--- src/rtl/dft_pkg.sv ---
// Shared definitions for the scan pattern driver: FSM states and counter sizing.
package dft_pkg;

  typedef enum logic [2:0] {
    IDLE,
    LOAD,
    CAPTURE,
    UNLOAD,
    REPORT
  } dft_state_t;

  // Bits needed to count 0..n.
  function automatic int unsigned cnt_width(input int unsigned n);
    return (n < 1) ? 1 : $clog2(n + 1);
  endfunction

endpackage

--- src/rtl/scan_shift_reg.sv ---
// Parallel-load, serial-in/serial-out shift register. Shifts toward bit 0;
// the serial input enters at the top bit.
module scan_shift_reg #(
  parameter int unsigned CHAIN_LEN = 8
) (
  input  logic                 clk,
  input  logic                 rst,
  input  logic                 load,
  input  logic                 shift,
  input  logic                 sin,
  input  logic [CHAIN_LEN-1:0] din,
  output logic [CHAIN_LEN-1:0] q
);

  logic [CHAIN_LEN-1:0] shifted;

  // Next value on a shift; written without a part-select so CHAIN_LEN=1 works.
  always_comb begin
    shifted                = q >> 1;
    shifted[CHAIN_LEN-1]   = sin;
  end

  // Register: load wins over shift.
  always_ff @(posedge clk) begin
    if (rst) begin
      q <= '0;
    end else if (load) begin
      q <= din;
    end else if (shift) begin
      q <= shifted;
    end
  end

endmodule

--- src/rtl/scan_pattern_driver.sv ---
// Scan test driver: loads a pattern into a downstream chain, runs capture,
// unloads the response, compares it under mask and counts failures.
module scan_pattern_driver
  import dft_pkg::*;
#(
  parameter int unsigned CHAIN_LEN      = 8,
  parameter int unsigned CAPTURE_CYCLES = 1,
  parameter int unsigned CNT_W          = 8
) (
  input  logic                 clk,
  input  logic                 rst,
  input  logic                 pat_valid,
  output logic                 pat_ready,
  input  logic [CHAIN_LEN-1:0] pat_data,
  input  logic [CHAIN_LEN-1:0] pat_expect,
  input  logic [CHAIN_LEN-1:0] pat_mask,
  input  logic                 fail_clr,
  output logic                 scan_en,
  output logic                 scan_in,
  input  logic                 scan_out,
  output logic                 res_valid,
  output logic [CHAIN_LEN-1:0] res_data,
  output logic                 res_pass,
  output logic [CNT_W-1:0]     fail_count,
  output logic                 busy
);

  // One phase counter serves LOAD, CAPTURE and UNLOAD, so it must also cover
  // CAPTURE_CYCLES when that exceeds the chain length.
  localparam int unsigned CW = (cnt_width(CHAIN_LEN) > cnt_width(CAPTURE_CYCLES)) ?
                               cnt_width(CHAIN_LEN) : cnt_width(CAPTURE_CYCLES);
  localparam logic [CW-1:0]    LEN_LAST = CW'(CHAIN_LEN - 1);
  localparam logic [CW-1:0]    CAP_LAST = CW'(CAPTURE_CYCLES - 1);
  localparam logic [CNT_W-1:0] CNT_MAX  = '1;

  dft_state_t           state, state_nxt;
  logic [CW-1:0]        cnt;
  logic                 accept, phase_done;
  logic [CHAIN_LEN-1:0] exp_q, mask_q, stim_q, des_q, unload_word;
  logic                 unused_ok;

  // Stimulus serialiser: bit 0 is presented first; zeros refill behind it so
  // scan_in returns to 0 on its own once LOAD completes.
  scan_shift_reg #(.CHAIN_LEN(CHAIN_LEN)) u_stim (
    .clk   (clk),
    .rst   (rst),
    .load  (accept),
    .shift (state == LOAD),
    .sin   (1'b0),
    .din   (pat_data),
    .q     (stim_q)
  );

  // Response deserialiser: first unloaded bit ends up in bit 0.
  scan_shift_reg #(.CHAIN_LEN(CHAIN_LEN)) u_resp (
    .clk   (clk),
    .rst   (rst),
    .load  (1'b0),
    .shift (state == UNLOAD),
    .sin   (scan_out),
    .din   ('0),
    .q     (des_q)
  );

  assign scan_in   = stim_q[0];
  // Only stim_q[0] drives logic; the reduction keeps the remaining bits referenced.
  assign unused_ok = ^{stim_q, des_q};

  // Full response word including the bit sampled on the final UNLOAD edge.
  always_comb begin
    unload_word              = des_q >> 1;
    unload_word[CHAIN_LEN-1] = scan_out;
  end

  // State register.
  always_ff @(posedge clk) begin
    if (rst) begin
      state <= IDLE;
    end else begin
      state <= state_nxt;
    end
  end

  // Next-state and state-decoded outputs.
  always_comb begin
    state_nxt  = state;
    phase_done = 1'b0;
    accept     = 1'b0;
    pat_ready  = 1'b0;
    scan_en    = 1'b0;
    res_valid  = 1'b0;
    busy       = 1'b1;
    unique case (state)
      IDLE: begin
        pat_ready = 1'b1;
        busy      = 1'b0;
        accept    = pat_valid;
        if (pat_valid) state_nxt = LOAD;
      end
      LOAD: begin
        scan_en = 1'b1;
        if (cnt == LEN_LAST) begin
          phase_done = 1'b1;
          state_nxt  = CAPTURE;
        end
      end
      CAPTURE: begin
        if (cnt == CAP_LAST) begin
          phase_done = 1'b1;
          state_nxt  = UNLOAD;
        end
      end
      UNLOAD: begin
        scan_en = 1'b1;
        if (cnt == LEN_LAST) begin
          phase_done = 1'b1;
          state_nxt  = REPORT;
        end
      end
      REPORT: begin
        res_valid = 1'b1;
        state_nxt = IDLE;
      end
      default: state_nxt = IDLE;
    endcase
  end

  // Phase counter: counts within a phase, returns to 0 on every phase exit.
  always_ff @(posedge clk) begin
    if (rst) begin
      cnt <= '0;
    end else if (phase_done) begin
      cnt <= '0;
    end else if (state == LOAD || state == CAPTURE || state == UNLOAD) begin
      cnt <= cnt + 1'b1;
    end
  end

  // Latch expected response and mask for the accepted pattern.
  always_ff @(posedge clk) begin
    if (rst) begin
      exp_q  <= '0;
      mask_q <= '0;
    end else if (accept) begin
      exp_q  <= pat_expect;
      mask_q <= pat_mask;
    end
  end

  // Result fields update on the last UNLOAD edge and hold until the next one.
  always_ff @(posedge clk) begin
    if (rst) begin
      res_data <= '0;
      res_pass <= 1'b0;
    end else if (state == UNLOAD && phase_done) begin
      res_data <= unload_word;
      res_pass <= ((unload_word ^ exp_q) & mask_q) == '0;
    end
  end

  // Saturating failure counter; clear wins over increment.
  always_ff @(posedge clk) begin
    if (rst) begin
      fail_count <= '0;
    end else if (fail_clr) begin
      fail_count <= '0;
    end else if (state == REPORT && !res_pass && fail_count != CNT_MAX) begin
      fail_count <= fail_count + 1'b1;
    end
  end

endmodule

--- config.mk ---
export PLATFORM = sky130hd
export DESIGN_NAME = scan_pattern_driver
export DESIGN_NICKNAME = d
export VERILOG_FILES = /design/src/rtl/dft_pkg.sv /design/src/rtl/scan_shift_reg.sv /design/src/rtl/scan_pattern_driver.sv
export SDC_FILE = /design/constraint.sdc
export NUM_CORES = 1
export LEC_CHECK = 0
export BUFFER_PORTS_ARGS = -buffer_cell sky130_fd_sc_hd__buf_4
export CAP_MARGIN = 20
export CORE_MARGIN = 2
export CORE_UTILIZATION = 48
export DETAILED_ROUTE_END_ITERATION = 6
export GPL_TIMING_DRIVEN = 0
export PLACE_DENSITY_LB_ADDON = 0.1
export SLEW_MARGIN = 30
export SYNTH_ARGS = -nofsm -noshare
export SYNTH_HDL_FRONTEND = slang
export SYNTH_SLANG_ARGS = --single-unit
export TNS_END_PERCENT = 50
--- constraint.sdc ---
create_clock -name clk -period 2.15 [get_ports clk]
set_clock_uncertainty 0.1 [all_clocks]
set_input_delay 0.5375 -clock clk [delete_from_list [all_inputs] [get_ports clk]]
set_output_delay 0.5375 -clock clk [all_outputs]
set_load 0.05 [all_outputs]
==> results.txt, run 1 <==
total wire length after detailed routing - 4.779 mm
Pwr per Cell Area - 625.4 mW/mm²
Post-CTS Setup Bufs - 0
count of pins on the block boundary - 51
RSZ-0062 raised after global routing - true
fraction of layout instances using a drive strength above 1 - 21.67%
Peak Freq - 473.5 MHz
logic gate share of total power - 10.8%
count of inserted antenna diode cells - 0
worst setup slack before clock tree synthesis - 8.935 ps
x dimension of the die - 73.58 µm
critical path's slowest cell - sky130_fd_sc_hd__or4b_4
largest vdd supply drop - 0.0003958 V
filler cell count in the final layout - 448
Post-synth EDFFs - 0
Post-Synthesis Mean Instance Area - 8.637 µm²
proportion of synthesized flip-flops having asynchronous set or reset - 0%
Reg2Reg Launch Point - state[1]
final-stage net count - 356
post-detailed-placement half-perimeter wirelength - 3.562 mm
Worst path most repeated cell - sky130_fd_sc_hd__buf_6
NetSw - 0.0004392 W
share of power burned in the clock network - 29.5%
number of synthesized register bits - 55
proportion of netlist area held by the largest area contributor - 47.39%
worst min path class - reg2reg
post-synthesis cell count - 269
vias - 2019
insertion delay of the later-clocked pin in the worst-skew pair - 300 ps
synth unique cells - 39
Reg power frac - 59.8%
final design area excluding fillers - 0.002867 mm²
maximum fanout along the worst path - 10
run status - complete, no violations
worst path buffer plus inverter count - 2
most frequent cells after synthesis - 55 x sky130_fd_sc_hd__dfxtp_1, 53 x sky130_fd_sc_hd__nand2_1, 37 x sky130_fd_sc_hd__a21oi_1, 18 x sky130_fd_sc_hd__nor2_1, 13 x sky130_fd_sc_hd__clkbuf_1
initial antenna violation count - 0
CP arrival - 2250 ps
number of failing setup endpoints in the final timing report - 0
global-route total usage across every layer - 19.36%
sort of element at the start of the critical path - register
number of rows created at floorplan - 25
Synthesized Nets - 301
start point of the worst hold path - u_stim.q[2]
Routed wire per std cell - 12.68 µm
final hold vios - 0
primary flip-flop cell chosen by synthesis mapping - sky130_fd_sc_hd__dfxtp_1
sequential-to-total area share from yosys stat - 47.39%
number of global-route vias before repair - 1781
post-layout total power - 0.001793 W
Tcrit/Tclk final - 98.22%
Max-cap violations - 0
Yosys warning count - 0
max-slew violation total from the final report - 0
post-layout util - 61.09%
pin count of the biggest net entering global routing - 16
CP cell instances - buf_6 > or4b_4 > a41o_1 > buf_6 > or4_1 > a21oi_2
leakage - 1.190 nW
largest area contributor in the synthesized netlist - sky130_fd_sc_hd__dfxtp_1
largest cells by area after synthesis - sky130_fd_sc_hd__dfxtp_1 47%, sky130_fd_sc_hd__nand2_1 8.6%, sky130_fd_sc_hd__a21oi_1 8.0%
number of clock sinks - 55
Critical Path Max Stage Delay - 510 ps
transition time of the tightest slew-check pin - 604.1 ps
buffer type at the clock tree root - sky130_fd_sc_hd__clkbuf_8
family of cells with the greatest summed delay on the critical path - simple AND/OR/NAND/NOR gates
clock-pin slew reported for the worst setup and hold paths after clock tree synthesis - 90 ps
summed instance area of the synthesized netlist - 0.002323 mm²
cell internal power dissipation - 0.001353 W
number of levels in the clock H-tree - 2
global-route wire length before repair - 8.135 mm
Floorplan Core Area - 0.004692 mm²
area of placed instances - 0.002775 mm²
share of total power consumed by net switching - 24.50%
total iterations of the first detailed-routing run - 4
area growth from synthesis to final layout - 23.37%
Final GP Congestion - 0.8590
final period demand of the worst path - 2112 ps
initial core utilization - 49.52%
Bufs on Longest Clock Path - 2
cell with the most instances after synthesis - sky130_fd_sc_hd__dfxtp_1
remaining max-slew budget at the tightest pin - 59.63%
type of the worst setup path - reg2reg
die height - 73.58 µm
Worst Slack Setup Final - 38.26 ps
number of remaining DRC errors - 0
CTS Buf Count - 5
DIE AREA - 0.005413 mm²
number of I/O port buffers - 49
required time of the critical path - 2290 ps
source of the critical timing path - state[1]
clock tree from TritonCTS - built
average via count per standard cell - 5.355
total grt overflow - 0
kind of end point of the critical path - register
DRC marker count from the first detailed-route iteration - 62
remaining number of nets flagged by the antenna check after routing - 0
## flip-flops by register name (all words and copies together), names as in the netlist
signal      cells
cnt             4
exp_q           8
fail_count      8
mask_q          8
res_data        8
res_pass        1
state           3
u_resp.q        7
u_stim.q        8
## metrics by stage
| stage | instances | setup TNS [ps] | hold slack (ps) |
|---|---|---|---|
| 2_1_floorplan | 269 | -27.83 | 336.0 |
| 3_3_place_gp | 372 | -4.949 | 340.4 |
| 3_5_place_dp | 372 | 0 | 348.0 |
| 4_1_cts | 378 | 0 | 360.4 |
| 5_1_grt | 377 | -16.80 | 361.1 |
| 6_report | 377 | 0 | 357.7 |
## worst paths after layout
path                        end  cells after the start  slack (ps)
hold reg to reg     u_stim.q[2]                      2         360
setup / recovery  fail_count[7]                      6          40
setup reg to reg  fail_count[7]                      6          40
hold / removal      u_stim.q[2]                      2         360
## tightest hold or removal path, delay by kind of cell, from the launching register on
family	cells	cell delay, ps
DFF	1	320
and+or+nand+nor	1	50
AOI/OAI and AO/OA	1	50
## cells in the final DEF, fill, tap and decap left out, types with 3 or more instances in the layout
cell                       instances
sky130_fd_sc_hd__xor2_1           11
sky130_fd_sc_hd__ha_1              3
sky130_fd_sc_hd__nand3_1           4
sky130_fd_sc_hd__clkbuf_8          5
sky130_fd_sc_hd__inv_1             5
sky130_fd_sc_hd__a22oi_1           6
sky130_fd_sc_hd__o31ai_1           4
sky130_fd_sc_hd__o21ai_0          11
sky130_fd_sc_hd__a21oi_1          36
sky130_fd_sc_hd__buf_4            49
sky130_fd_sc_hd__clkbuf_1          9
sky130_fd_sc_hd__clkbuf_2          3
sky130_fd_sc_hd__or4_1             3
sky130_fd_sc_hd__nor2_1           17
sky130_fd_sc_hd__nor3_1            3
sky130_fd_sc_hd__nand2_1          53
sky130_fd_sc_hd__mux2i_1           9
sky130_fd_sc_hd__dfxtp_1          55
## per-layer routing
| layer | wire, µm | vias up | track usage [%] |
|---|---|---|---|
| met3 | 211 | 4 | 4.664 |
| met5 | 0 | - | 0 |
| met4 | 46 | 0 | 4.848 |
| met1 | 2331 | 915 | 26.24 |
| met2 | 2190 | 46 | 31.05 |
| li1 | - | 1054 | - |
## power groups by stage
stage | Clock (W) | Sequential [W] | Combinational, W
2_1_floorplan | 0 | 0.00110 | 0.000115
3_3_place_gp | 0 | 0.00109 | 0.000192
3_5_place_dp | 0 | 0.00110 | 0.000194
4_1_cts | 0.000545 | 0.00107 | 0.000194
5_1_grt | 0.000594 | 0.00108 | 0.000217
6_report | 0.000528 | 0.00107 | 0.000193
## layout make-up
| type | instances | area, µm² | area share [%] |
|---|---|---|---|
| inverters | 5 | 18.77 | 0.6547 |
| clock inverters | 1 | 7.507 | 0.2619 |
| repair buffers | 49 | 367.9 | 12.83 |
| plain buffers | 14 | 71.32 | 2.488 |
| clock buffers | 5 | 68.82 | 2.401 |
| flip-flops and latches | 55 | 1101 | 38.41 |
| well taps | 54 | 67.56 | 2.357 |
| multi-input cells | 194 | 1164 | 40.59 |
## cell families (layout without fill, tap and decap cells)
logic type      Yosys count  count (layout)  share of synthesized area (%)
compound gates           71              71                          18.42
fa+ha+maj                 3               3                          1.616
simple gates             98              98                          19.92
flops                    55              55                          47.39
mux                       9               9                          3.877
buf+inv                  20              74                          3.877
xor+xnor                 13              13                          4.900
## timing repair
action                     4_1_cts  5_1_grt
cloned                           0        0
pin swaps                        0        1
setup endpoints to repair        1       36
hold buffers                     0        0
resized for setup                1        8
Note: power is estimated with default switching activity, not from simulation.
==> run 2, diff against run 1 <==
Settings changed: CELL_PAD_IN_SITES_DETAIL_PLACEMENT from default to 1, CELL_PAD_IN_SITES_GLOBAL_PLACEMENT from default to 1, CORE_UTILIZATION 48 to 36.
==> run 2 against run 1 <==
First-iteration DRC count down 8.1%. Critical path depth stayed put. Maximum frequency decreased by 0.38%. Cell count increased by 6.6%. Register-to-register slack about the same. Critical path type unchanged. Highest routed layer unchanged.
==> results.txt, run 2 (synthesis gave the netlist of run 1 again) <==
run status - complete, no violations
logic gate share of total power - 10.3% (-0.5 points)
global-route wire length before repair - 9.701 mm (+19%)
non-filler instance count after layout - 402 (+6.6%)
Routed wire per std cell - 13.86 µm (+9.4%)
Tcrit/Tclk final - 98.59% (+0.37 points)
CP arrival - 2260 ps (about the same)
share of power burned in the clock network - 34.3% (+4.8 points)
number of rows created at floorplan - 29 (+16%)
total iterations of the first detailed-routing run - 4 (unchanged)
clock-pin slew reported for the worst setup and hold paths after clock tree synthesis - 90 ps (about the same)
NetSw - 0.0004550 W (+3.6%)
number of global-route vias before repair - 2065 (+16%)
number of I/O port buffers - 49 (unchanged)
hold buffers post-CTS - 0 (unchanged)
sort of element at the start of the critical path - register
number of clock sinks - 55 (unchanged)
fraction of met2 tracks used by global routing - 27.34% (-3.7 points)
number of failing setup endpoints in the final timing report - 0 (unchanged)
Peak Freq - 471.8 MHz (-0.38%)
Pwr per Cell Area - 662.2 mW/mm² (+5.9%)
most common cell after layout, fill and taps aside - sky130_fd_sc_hd__dfxtp_1
area growth from synthesis to final layout - 25.74%
buffer type at the clock tree root - sky130_fd_sc_hd__clkbuf_8
vias - 2025 (+0.30%)
number of levels in the clock H-tree - 2 (unchanged)
post-layout util - 46.54% (-15 points)
global-route total usage across every layer - 16.71% (-2.6 points)
remaining max-slew budget at the tightest pin - 58.77% (-0.86 points)
DIE AREA - 0.007112 mm² (+31%)
final-stage net count - 357 (+0.28%)
count of inserted antenna diode cells - 0 (unchanged)
most used routing layer in global routing - met2
Reg power frac - 55.4% (-4.4 points)
pin count of the biggest net entering global routing - 16 (unchanged)
post-detailed-placement half-perimeter wirelength - 4.160 mm (+17%)
initial antenna violation count - 0 (unchanged)
x dimension of the die - 84.34 µm (+15%)
leakage - 1.207 nW (+1.4%)
number of remaining DRC errors - 0 (unchanged)
GRT met1 Usage - 22.47% (-3.8 points)
summed negative setup slack over all endpoints - 0 ps (unchanged)
DRC marker count from the first detailed-route iteration - 57 (-8.1%)
count of pins on the block boundary - 51 (unchanged)
fraction of layout instances using a drive strength above 1 - 21.23% (-0.44 points)
total wire length after detailed routing - 5.573 mm (+17%)
die height - 84.34 µm (+15%)
remaining number of nets flagged by the antenna check after routing - 0 (unchanged)
max-slew violation total from the final report - 0 (unchanged)
Post-CTS Setup Bufs - 0 (unchanged)
largest vdd supply drop - 0.0002932 V (-26%)
required time of the critical path - 2290 ps (about the same)
Floorplan Core Area - 0.006277 mm² (+34%)
share of total power consumed by net switching - 23.52% (-0.98 points)
Max-cap violations - 0 (unchanged)
most frequent cells in the layout - 55 x sky130_fd_sc_hd__dfxtp_1, 53 x sky130_fd_sc_hd__nand2_1, 49 x sky130_fd_sc_hd__buf_4
final period demand of the worst path - 2120 ps (+7.972 ps)
Bufs on Longest Clock Path - 2 (unchanged)
insertion delay of the later-clocked pin in the worst-skew pair - 300 ps (about the same)
average via count per standard cell - 5.037 (-5.9%)
initial core utilization - 37.01% (-13 points)
transition time of the tightest slew-check pin - 615.7 ps (+11.62 ps)
final hold vios - 0 (unchanged)
cell internal power dissipation - 0.001480 W (+9.3%)
clock tree from TritonCTS - built
kind of end point of the critical path - register
maximum fanout along the worst path - 10 (unchanged)
RSZ-0062 raised after global routing - true
Final GP Congestion - 0.7235 (-16%)
placed instance count - 395 (+6.2%)
type of the worst setup path - reg2reg
global-route track usage on met3 - 3.147% (-1.5 points)
total grt overflow - 0 (unchanged)
worst min path class - reg2reg
CTS Buf Count - 5 (unchanged)
==> run 2: cell types whose count changed in the layout (fill, tap and decap cells not counted) <==
cell | previous run | this run
sky130_fd_sc_hd__bufinv_16 | 0 | 1
sky130_fd_sc_hd__a21oi_1 | 36 | 37
sky130_fd_sc_hd__a21oi_2 | 1 | 0
sky130_fd_sc_hd__clkinvlp_4 | 1 | 0
sky130_fd_sc_hd__clkbuf_1 | 9 | 11
==> run 2: cell type report <==
class                      count  area, µm²
inverter                       5      18.77
clock inverter                 1      30.03
sequential                    55       1101
tap                           77      96.34
fill                         761       3356
multi-input combinational    194       1160
timing repair buffer          49      367.9
clock buffer                   6      72.57
buffer                        15      75.07
==> run 2: path summary, 6_finish.rpt <==
path                    to  slack (ps)  cells past startpoint  startpoint
min              mask_q[4]         360                      2   mask_q[4]
max          fail_count[7]          30                      6    state[1]
min reg2reg      mask_q[4]         360                      2   mask_q[4]
max reg2reg  fail_count[7]          30                      6    state[1]
==> run 2: stage by stage <==
step                      power (W)  hold slack (ps)  setup WS [ps]  instance area [µm²]
after floorplan            0.001211            336.0         -27.83                 2340
after global placement     0.001292            342.3         -89.05                 2804
after detailed placement   0.001297            350.5         -126.6                 2804
after CTS                  0.001967            357.1          19.53                 2920
after global routing       0.002037            369.6         -37.86                 2922
final                      0.001935            363.5          30.29                 2922
==> run 2: power groups by stage <==
stage / clock [W] / sequential [W] / combinational [W]
3_5_place_dp: 0 / 0.00110 / 0.000202
2_1_floorplan: 0 / 0.00110 / 0.000115
6_report: 0.000663 / 0.00107 / 0.000200
3_3_place_gp: 0 / 0.00109 / 0.000197
5_1_grt: 0.000734 / 0.00108 / 0.000226
4_1_cts: 0.000691 / 0.00107 / 0.000204
==> run 2: repair_timing <==
item / 4_1_cts / 5_1_grt
resized for setup: 4 / 2
endpoints found under the hold margin: 0 / 0
endpoints found under the setup margin: 21 / 2
==> run 2: layer usage <==
layer  share of wire, %  vias up  wire (µm)
met3                3.5        7        196
met1                 49      934       2753
li1                   -     1051          -
met5                  0        -          0
met4                1.3        0         73
met2                 46       33       2550
==> run 2: worst max-delay path, stage by stage (launching register included) <==
cell	delay (ps)
sky130_fd_sc_hd__dfxtp_1	320
sky130_fd_sc_hd__buf_6	140
sky130_fd_sc_hd__or4b_4	510
sky130_fd_sc_hd__a41o_1	250
sky130_fd_sc_hd__buf_6	140
sky130_fd_sc_hd__or4_1	460
sky130_fd_sc_hd__a21oi_1	140
==> run 3, diff against run 2 <==
Settings changed: ABC_AREA from default to 1, CORE_UTILIZATION 36 to 35.
==> run 3 against run 2 <==
Maximum frequency up 10%. Non-clock buffer count down 5. Die area up 9.6%. Sequential share of layout area down 2.0 points. Area after synthesis up 7.0%. Total power up 52%. Largest power group unchanged. Via count up 14%. Cell count up 24%. Wire length up 5.0%. Highest routed layer unchanged.
==> results.txt, run 3 <==
run status - complete, no violations
Routed met3 length - 240 µm (+22%)
number of rows created at floorplan - 30 (+3.4%)
Critical Path Max Stage Delay - 500 ps (about the same)
clock-pin slew reported for the worst setup and hold paths after clock tree synthesis - 100 ps (about the same)
worst min path class - reg2reg
final hold vios - 0 (unchanged)
DIE AREA - 0.007793 mm² (+9.6%)
largest area contributor in the synthesized netlist - sky130_fd_sc_hd__dfxtp_1
uppermost signal routing layer after detailed routing - met4
CP cell instances - inv_2 > nand2_2 > nor2_1 > buf_4
CP arrival - 1290 ps (-970 ps)
leakage - 1.340 nW (+11%)
sequential-to-total area share from yosys stat - 44.29% (-3.1 points)
max-slew violation total from the final report - 0 (unchanged)
average via count per standard cell - 4.645 (-7.8%)
primary flip-flop cell chosen by synthesis mapping - sky130_fd_sc_hd__dfxtp_1
Post-CTS Setup Bufs - 0 (unchanged)
share of the synthesized netlist area taken by xor and xnor gates - 1.409% (-3.5 points)
non-filler instance count after layout - 498 (+24%)
Post-Synthesis Mean Instance Area - 7.227 µm² (-16%)
fraction of layout instances using a drive strength above 1 - 20.40% (-0.83 points)
kind of end point of the critical path - primary output
Final GP Congestion - 0.7656 (+5.8%)
number of global-route vias before repair - 2295 (+11%)
Peak Freq - 519.4 MHz (+10%)
area share of and/or/nand/nor cells after synthesis - 28.33% (+8.4 points)
initial core utilization - 36.39% (-0.62 points)
insertion delay of the later-clocked pin in the worst-skew pair - 310 ps (about the same)
Worst Slack Setup Final - 224.5 ps (+194.3 ps)
Pwr per Cell Area - 950.6 mW/mm² (+44%)
RSZ-0062 raised after global routing - false
adder-cell share of the synthesized area - 1.510% (-0.11 points)
most frequent cells after synthesis - 83 x sky130_fd_sc_hd__nand2_1, 55 x sky130_fd_sc_hd__dfxtp_1, 43 x sky130_fd_sc_hd__nor2_1, 39 x sky130_fd_sc_hd__a21oi_1, 37 x sky130_fd_sc_hd__inv_1
sort of element at the start of the critical path - register
global-route total usage across every layer - 16.31% (-0.40 points)
post-detailed-placement half-perimeter wirelength - 4.588 mm (+10%)
final period demand of the worst path - 1925 ps (-194.3 ps)
detailed-routing wirelength on met1 - 2.763 mm (+0.36%)
clock tree from TritonCTS - built
final design area excluding fillers - 0.003085 mm² (+5.6%)
combinational family with the most area after synthesis - simple AND/OR/NAND/NOR gates
critical path's slowest cell - sky130_fd_sc_hd__dfxtp_1
post-layout util - 45.16% (-1.4 points)
Floorplan Core Area - 0.006832 mm² (+8.8%)
Synthesized Nets - 376 (+25%)
vias - 2313 (+14%)
count of pins on the block boundary - 51 (unchanged)
Routed wire per std cell - 11.75 µm (-15%)
number of remaining DRC errors - 0 (unchanged)
largest cells by area after synthesis - sky130_fd_sc_hd__dfxtp_1 44%, sky130_fd_sc_hd__nand2_1 13%, sky130_fd_sc_hd__a21oi_1 7.9%
Bufs on Longest Clock Path - 2 (unchanged)
Hold Path Depth - 2 (unchanged)
largest vdd supply drop - 0.0004121 V (+41%)
post-synthesis cell count - 344 (+28%)
number of I/O port buffers - 50 (+2.0%)
detailed-routed wire length on met2 - 2.787 mm (+9.3%)
DRC marker count from the first detailed-route iteration - 37 (-35%)
x dimension of the die - 88.28 µm (+4.7%)
placed instance count - 490 (+24%)
number of synthesized register bits - 55 (unchanged)
type of the worst setup path - reg2out
final-stage net count - 433 (+21%)
pin count of the biggest net entering global routing - 17 (+1)
proportion of netlist area held by the largest area contributor - 44.29% (-3.1 points)
area of placed instances - 0.002982 mm² (+6.3%)
total grt overflow - 0 (unchanged)
initial antenna violation count - 0 (unchanged)
required time of the critical path - 1510 ps (-780 ps)
worst setup slack before clock tree synthesis - 317.1 ps (+443.7 ps)
global-route wire length before repair - 10.18 mm (+5.0%)
number of failing setup endpoints in the final timing report - 0 (unchanged)
die height - 88.28 µm (+4.7%)
proportion of synthesized flip-flops having asynchronous set or reset - 0% (unchanged)
worst-case reg-to-reg path depth - 9 (+3)
summed instance area of the synthesized netlist - 0.002486 mm² (+7.0%)
buffer type at the clock tree root - sky130_fd_sc_hd__clkbuf_8
summed negative setup slack over all endpoints - 0 ps (unchanged)
total wire length after detailed routing - 5.853 mm (+5.0%)
most common cell after layout, fill and taps aside - sky130_fd_sc_hd__nand2_1
number of gates resized after cts - 0 (-4)
cell with the most instances after synthesis - sky130_fd_sc_hd__nand2_1
hold buffers post-CTS - 0 (unchanged)
CTS Buf Count - 5 (unchanged)
synth unique cells - 27 (-31%)
remaining number of nets flagged by the antenna check after routing - 0 (unchanged)
area growth from synthesis to final layout - 24.11%
Max-cap violations - 0 (unchanged)
share of cell area taken by muxes after synthesis - 0% (-3.9 points)
total iterations of the first detailed-routing run - 4 (unchanged)
Tcrit/Tclk final - 89.56% (-9.0 points)
most frequent cells in the layout - 83 x sky130_fd_sc_hd__nand2_1, 55 x sky130_fd_sc_hd__dfxtp_1, 51 x sky130_fd_sc_hd__buf_4
transition time of the tightest slew-check pin - 500.5 ps (-115.3 ps)
filler cell count in the final layout - 891 (+17%)
Yosys warning count - 0 (unchanged)
remaining max-slew budget at the tightest pin - 66.64% (+7.9 points)
number of levels in the clock H-tree - 2 (unchanged)
maximum fanout along the worst path - 5 (-5)
count of inserted antenna diode cells - 0 (unchanged)
synthesized-area fraction occupied by ao, oa, aoi and oai cells - 15.45% (-3.0 points)
number of clock sinks - 55 (unchanged)
worst setup slack for register-to-register paths - 550 ps (+520 ps)
Post-synth EDFFs - 0 (unchanged)
==> run 3: cell types whose count changed after synthesis, sizes merged, moves of 4 or more <==
cell,before,now
nand2,53,90
xor2,11,4
nor2,18,47
a22oi,6,0
inv,5,42
nor3b,4,0
mux2i,9,0
clkbuf,13,4
o31ai,4,0
o21ai,11,28
a21boi,0,6
nand3,4,16
==> run 3: final cells by class <==
| type | count | area (µm²) | area share (%) |
|---|---|---|---|
| plain buffers | 9 | 61.31 | 1.987 |
| inverters | 42 | 162.7 | 5.272 |
| clock inverters | 1 | 7.507 | 0.2433 |
| flip-flops and latches | 55 | 1101 | 35.69 |
| repair buffers | 50 | 375.4 | 12.17 |
| clock buffers | 7 | 96.34 | 3.122 |
| multi-input cells | 238 | 1161 | 37.63 |
| well taps | 96 | 120.1 | 3.893 |
==> run 3: kinds of logic after synthesis <==
family / count (synthesis)
AO/OA/AOI/OAI: 73
buffers and inverters: 51
AND/OR/NAND/NOR: 158
adder cells (fa/ha/maj): 3
XOR/XNOR: 4
flip-flops: 55
==> run 3: worst max-delay path, delay by kind of cell, from the launching register on <==
kind          cells  cell delay [ps]
flops             1              500
simple gates      2              170
buf+inv           2              320
==> run 3: power by group <==
part	leakage [nW]	total [W]	switching [W]	internal (W)
Combinational	0.841	0.000995	0.000650	0.000344
Clock	0.0505	0.000646	0.000352	0.000294
Sequential	0.448	0.00129	0.000122	0.00117
Total	1.34	0.00293	0.00112	0.00181
==> run 3: metal layers <==
metal	GRT usage [%]	up-vias
li1	-	1203
met5	0	-
met2	28.71	37
met3	3.638	7
met1	20.22	1066
met4	4.132	0
==> run 3: per-stage QoR <==
step / total power [W] / hold slack (ps)
after floorplan: 0.002042 / 338.9
after global placement: 0.002299 / 350.3
after detailed placement: 0.002323 / 356.0
after CTS: 0.002984 / 363.2
after global routing: 0.003149 / 355.6
final: 0.002933 / 369.0
==> run 3: final timing paths <==
| kind | end | from |
|---|---|---|
| min | u_stim.q[6] | u_stim.q[6] |
| max reg2reg | res_data[4] | cnt[1] |
| min reg2reg | u_stim.q[6] | u_stim.q[6] |
| max | res_valid | state[1] |
